<file path="src/rtl/uart_pkg.sv">
// Shared UART definitions: frame geometry defaults and the receiver state encoding.
package uart_pkg;

   // b_tick pulses per bit period (shared with uart_tx).
   localparam int OVERSAMPLE_DEF = 16;
   // Data bits per frame, LSB first.
   localparam int DATA_BITS_DEF  = 8;

   typedef enum logic [1:0] {
      RX_IDLE  = 2'd0,
      RX_START = 2'd1,
      RX_DATA  = 2'd2,
      RX_STOP  = 2'd3
   } rx_state_e;

endpackage : uart_pkg

</file>
<file path="src/rtl/uart_sync_2ff.sv">
// Two-flop synchroniser for an asynchronous single-bit input; resets to 1 so an
// idle-high serial line does not look like a start edge coming out of reset.
module uart_sync_2ff (
   input  logic clk,
   input  logic rst,
   input  logic async_i,
   output logic sync_o
);

   logic meta_q;
   logic sync_q;

   // Two-stage capture of the asynchronous input.
   always_ff @(posedge clk or posedge rst) begin
      if (rst) begin
         meta_q <= 1'b1;
         sync_q <= 1'b1;
      end else begin
         meta_q <= async_i;
         sync_q <= meta_q;
      end
   end

   assign sync_o = sync_q;

endmodule : uart_sync_2ff

</file>
<file path="src/rtl/uart_rx.sv">
// UART receiver: oversampled start-bit validation, mid-bit data sampling,
// stop-bit check. Delivers a byte with a 1-clk rx_done strobe, or a 1-clk
// frame_err strobe when the stop bit is low (rx_data then keeps its old value).
module uart_rx
   import uart_pkg::*;
#(
   parameter int OVERSAMPLE = OVERSAMPLE_DEF,
   parameter int DATA_BITS  = DATA_BITS_DEF
) (
   input  logic                 clk,
   input  logic                 rst,
   input  logic                 b_tick,
   input  logic                 rx,
   output logic [DATA_BITS-1:0] rx_data,
   output logic                 rx_done,
   output logic                 rx_busy,
   output logic                 frame_err
);

   localparam int CNT_W = (OVERSAMPLE > 1) ? $clog2(OVERSAMPLE) : 1;
   localparam int BIT_W = (DATA_BITS  > 1) ? $clog2(DATA_BITS)  : 1;

   // Compare points: middle of the start bit, and one full bit period.
   localparam logic [CNT_W-1:0] HALF_M1 = CNT_W'(OVERSAMPLE / 2 - 1);
   localparam logic [CNT_W-1:0] FULL_M1 = CNT_W'(OVERSAMPLE - 1);
   localparam logic [BIT_W-1:0] LAST_BIT = BIT_W'(DATA_BITS - 1);

   logic                 rx_s;

   rx_state_e            state_q, state_d;
   logic [CNT_W-1:0]     cnt_q, cnt_d;
   logic [BIT_W-1:0]     bit_q, bit_d;
   logic [DATA_BITS-1:0] shift_q, shift_d;
   logic [DATA_BITS-1:0] data_q, data_d;
   logic                 done_q, done_d;
   logic                 err_q, err_d;
   logic                 busy_q;

   uart_sync_2ff u_sync (
      .clk     (clk),
      .rst     (rst),
      .async_i (rx),
      .sync_o  (rx_s)
   );

   // Next-state logic: counters only move on b_tick; the IDLE start-edge check
   // runs every clock so no tick is lost between back-to-back frames.
   always_comb begin
      state_d = state_q;
      cnt_d   = cnt_q;
      bit_d   = bit_q;
      shift_d = shift_q;
      data_d  = data_q;
      done_d  = 1'b0;
      err_d   = 1'b0;
      case (state_q)
         RX_IDLE: begin
            if (!rx_s) begin
               cnt_d   = '0;
               state_d = RX_START;
            end
         end
         RX_START: begin
            if (b_tick) begin
               if (cnt_q == HALF_M1) begin
                  cnt_d = '0;
                  if (!rx_s) begin
                     bit_d   = '0;
                     state_d = RX_DATA;
                  end else begin
                     // Line went back high before mid-start: glitch, drop it.
                     state_d = RX_IDLE;
                  end
               end else begin
                  cnt_d = cnt_q + CNT_W'(1);
               end
            end
         end
         RX_DATA: begin
            if (b_tick) begin
               if (cnt_q == FULL_M1) begin
                  cnt_d   = '0;
                  shift_d = {rx_s, shift_q[DATA_BITS-1:1]};
                  if (bit_q == LAST_BIT) begin
                     state_d = RX_STOP;
                  end else begin
                     bit_d = bit_q + BIT_W'(1);
                  end
               end else begin
                  cnt_d = cnt_q + CNT_W'(1);
               end
            end
         end
         RX_STOP: begin
            if (b_tick) begin
               if (cnt_q == FULL_M1) begin
                  // Leave at mid-stop-bit so a following start edge is caught.
                  cnt_d   = '0;
                  state_d = RX_IDLE;
                  if (rx_s) begin
                     data_d = shift_q;
                     done_d = 1'b1;
                  end else begin
                     err_d = 1'b1;
                  end
               end else begin
                  cnt_d = cnt_q + CNT_W'(1);
               end
            end
         end
         default: begin
            state_d = RX_IDLE;
            cnt_d   = '0;
         end
      endcase
   end

   // State and registered outputs; reset aborts any frame in progress silently.
   always_ff @(posedge clk or posedge rst) begin
      if (rst) begin
         state_q <= RX_IDLE;
         cnt_q   <= '0;
         bit_q   <= '0;
         shift_q <= '0;
         data_q  <= '0;
         done_q  <= 1'b0;
         err_q   <= 1'b0;
         busy_q  <= 1'b0;
      end else begin
         state_q <= state_d;
         cnt_q   <= cnt_d;
         bit_q   <= bit_d;
         shift_q <= shift_d;
         data_q  <= data_d;
         done_q  <= done_d;
         err_q   <= err_d;
         busy_q  <= (state_d != RX_IDLE);
      end
   end

   assign rx_data   = data_q;
   assign rx_done   = done_q;
   assign frame_err = err_q;
   assign rx_busy   = busy_q;

endmodule : uart_rx

</file>
<file path="config.mk">
export PLATFORM = sky130hd
export DESIGN_NAME = uart_rx
export DESIGN_NICKNAME = d
export VERILOG_FILES = /design/src/rtl/uart_pkg.sv /design/src/rtl/uart_sync_2ff.sv /design/src/rtl/uart_rx.sv
export SDC_FILE = /design/constraint.sdc
export NUM_CORES = 1
export LEC_CHECK = 0
export CORE_MARGIN = 8
export CORE_UTILIZATION = 45
export CTS_CLUSTER_SIZE = 12
export DETAILED_ROUTE_END_ITERATION = 12
export GPL_TIMING_DRIVEN = 0
export PLACE_DENSITY_LB_ADDON = 0.05
export SLEW_MARGIN = 40
export SYNTH_ARGS = -nofsm -noshare
export SYNTH_HDL_FRONTEND = slang
export SYNTH_HIERARCHICAL = 1
export SYNTH_SLANG_ARGS = --single-unit
export TNS_END_PERCENT = 5
</file>
<file path="constraint.sdc">
create_clock -name clk -period 2.4 [get_ports clk]
set_input_delay 0.72 -clock clk [delete_from_list [all_inputs] [get_ports clk]]
set_output_delay 0.72 -clock clk [all_outputs]
set_load 0.1 [all_outputs]
</file>
==> qor.yml <==
fin_crit_sh_pct: 89.0
nets: 131
power_switching_mw: 0.424
cpPeakStageDelay_ns: 0.60
synth_flop_cell: "dfrtp_1"
crit_path_end_kind: "flop"
cp-start-kind: "input pin"
clkPwrFrac_pct: 22.3
grt.total_usage_pct: 10.8
min_path_type: "flop to flop"
setup_viol: 0
ios: 15
fill_cells: 267
ir_drop_mv: 0.429
routed-via-count: 859
leakage_nw: 0.796
fp.dieW_um: 71.4
p_per_area_nw_per_um2: 793
arrival_ns: 2.34
syn_nets: 110
root_buffer: "clkbuf_4"
routedWlPerCell_um: 14.8
yosysSeqAreaShare_pct: 54.5
drc: 0
p_int_mw: 0.814
cts_tree: "yes"
antenna_found_initial: 0
post-route-min-period_ns: 2.13
dr.pass1.iters: 4
gp_congestion: 0.722
cts.path.max_buffers: 2
grt_pass1_vias: 915
hold_viol: 0
grt-ovfl-total: 0
ys_ff_latch: 30
rsz0062_at_grt: "no"
max_clock_freq_mhz: 468
power_frac_comb_pct: 26.4
yosysWarnings: 6
crit_chain: "clkdlybuf4s50_1, nand4_4, or3_1, buf_6, mux2_4"
postSynthCellCount: 103
hpwlAfterDp_um: 1640
grt_max_degree: 29
drt-total-wl_um: 2340
cts_hold_buf: 0
async_reset_ff_share_pct: 100
via_per_inst: 5.44
cts_inserted_buffers: 5
outcome: "finished clean"
crit_fanout: 9
synth_edf_count: 0
tightest_slew_ns: 0.575
htreeDepth: 2
die_h_um: 71.4
cp.required_ns: 2.61
pre_cts_slack_ns: -0.0840
grt_pass1_wl_um: 4310
crit_slowest_cell: "clkdlybuf4s50_1"
worst_hold_slack_ns: 0.365
port_buffers: 14
fin_skew_ns: 0.00583
clk_latency_ns: 0.32
seqPwrFrac_pct: 51.4
start_util_pct: 46.4
regArea_um2: 753
multiInputGateArea_um2: 576
postRouteAntennaNets: 0
core_um2: 2980
avgSynthCellArea_um2: 13.4
netlist_area_um2: 1380
power_switching_share_pct: 34.3
maxCapViolCount: 0
dieArea_um2: 5100
num_rows: 20
diodes: 0
fin_ws_ns: 0.265
criticalPathCategory: "input pin to flop"
ys_types: 38
slew_headroom_pct: 61.6
cts_sinks: 30
drt_iter0_drc: 51
clk_pin_slew_ns: 0.09
post-cts-setup-buffer-count: 0
cts_resized: 0
drive_gt1_share_pct: 36.8
slew_violations: 0
area_delta_synth_final_pct: 12.9
fin_util_pct: 52.4
state kept, by name (all words and copies together) (netlist names):
name and count:
rx_data 8, shift_q 8, cnt_q 4, bit_q 3, state_q 2, frame_err 1
rx_busy 1, rx_done 1, u_sync/meta_q 1, u_sync/sync_o 1
cells in the final DEF, fill, tap and decap left out, types with 2 or more instances in the layout:
cell / count
nand2_1: 4
mux2i_1: 3
dfrtp_1: 28
clkinv_2: 2
clkdlybuf4s50_1: 3
ha_1: 3
nor2b_1: 2
clkbuf_1: 3
mux2_2: 9
mux2_4: 8
buf_2: 12
nor2_1: 3
dfstp_2: 2
o21ai_0: 4
clkbuf_4: 5
nand3_1: 2
inv_1: 7
per-stage QoR:
step           instance area (µm²)  setup TNS [ns]  instances  power, mW
2_1_floorplan                 1380               0        103      0.897
5_1_grt                       1560               0        158       1.33
3_5_place_dp                  1510          -0.658        150      0.971
3_3_place_gp                  1560          -0.451        150      0.962
6_report                      1560               0        158       1.24
4_1_cts                       1560               0        158       1.26
worst paths after layout:
| path | start | to | slack (ns) | depth (start not counted) |
|---|---|---|---|---|
| setup / recovery | b_tick | rx_data[7]$_DFFE_PP0P_ | 0.27 | 5 |
| hold / removal | u_sync/meta_q$_DFF_PP1_ | u_sync/sync_o$_DFF_PP1_ | 0.36 | 0 |
| setup reg to reg | cnt_q[0]$_DFFE_PP0P_ | rx_data[7]$_DFFE_PP0P_ | 0.53 | 5 |
| hold reg to reg | u_sync/meta_q$_DFF_PP1_ | u_sync/sync_o$_DFF_PP1_ | 0.36 | 0 |
| max in group asynchronous | rst | cnt_q[0]$_DFFE_PP0P_ | 1.22 | 2 |
| min in group asynchronous | rst | u_sync/meta_q$_DFF_PP1_ | 0.77 | 2 |
power by group through the flow:
stage / logic (mW) / clock network (mW) / registers [mW]
floorplan: 0.241 / 0 / 0.656
global placement: 0.317 / 0 / 0.645
detailed placement: 0.326 / 0 / 0.645
CTS: 0.328 / 0.293 / 0.637
global route: 0.367 / 0.317 / 0.646
finish: 0.326 / 0.276 / 0.636
logic make-up (layout without fill, tap and decap cells):
logic type               Yosys count  count (layout)  share of synthesized area [%]
AND/OR/NAND/NOR                   21              21                           9.96
adder cells (fa/ha/maj)            3               3                           2.72
XOR/XNOR                           2               2                           1.27
buffers and inverters             12              34                           3.89
multiplexers                      20              20                           18.2
AO/OA/AOI/OAI                     15              15                           9.50
flip-flops                        30              30                           54.5
layer usage:
layer / wire, µm / vias to the layer above / GRT usage (%)
li1: - / 412 / -
met1: 1060 / 422 / 12.1
met2: 1110 / 20 / 17.4
met3: 121 / 5 / 4.46
met4: 43 / 0 / 4.85
met5: 0 / - / 0
critical path: cells and delay by family:
kind | cells | cell delay (ns)
buffers and inverters | 2 | 0.76
and+or+nand+nor | 2 | 0.56
muxes | 1 | 0.30
layout make-up:
cell class | count | area share, %
Timing Repair Buffer | 14 | 5.45
Buffer | 4 | 1.52
Multi-Input combinational cell | 61 | 36.9
Tap cell | 33 | 2.65
Clock inverter | 2 | 0.642
Clock buffer | 6 | 2.65
Inverter | 8 | 1.92
Sequential cell | 30 | 48.3
synthesized netlist by cell type (2+ instances only):
cell type	instances	share of area, %
dfrtp_1	28	51
mux2_2	9	7.3
inv_1	8	2.2
mux2_4	8	8.7
nand2_1	4	1.1
o21ai_0	4	1.4
ha_1	3	2.7
mux2i_1	3	2.2
nor2_1	3	0.81
clkbuf_1	2	0.54
dfstp_2	2	3.8
nand3_1	2	0.72
nor2b_1	2	0.90
Note: power is estimated with default switching activity, not from simulation.
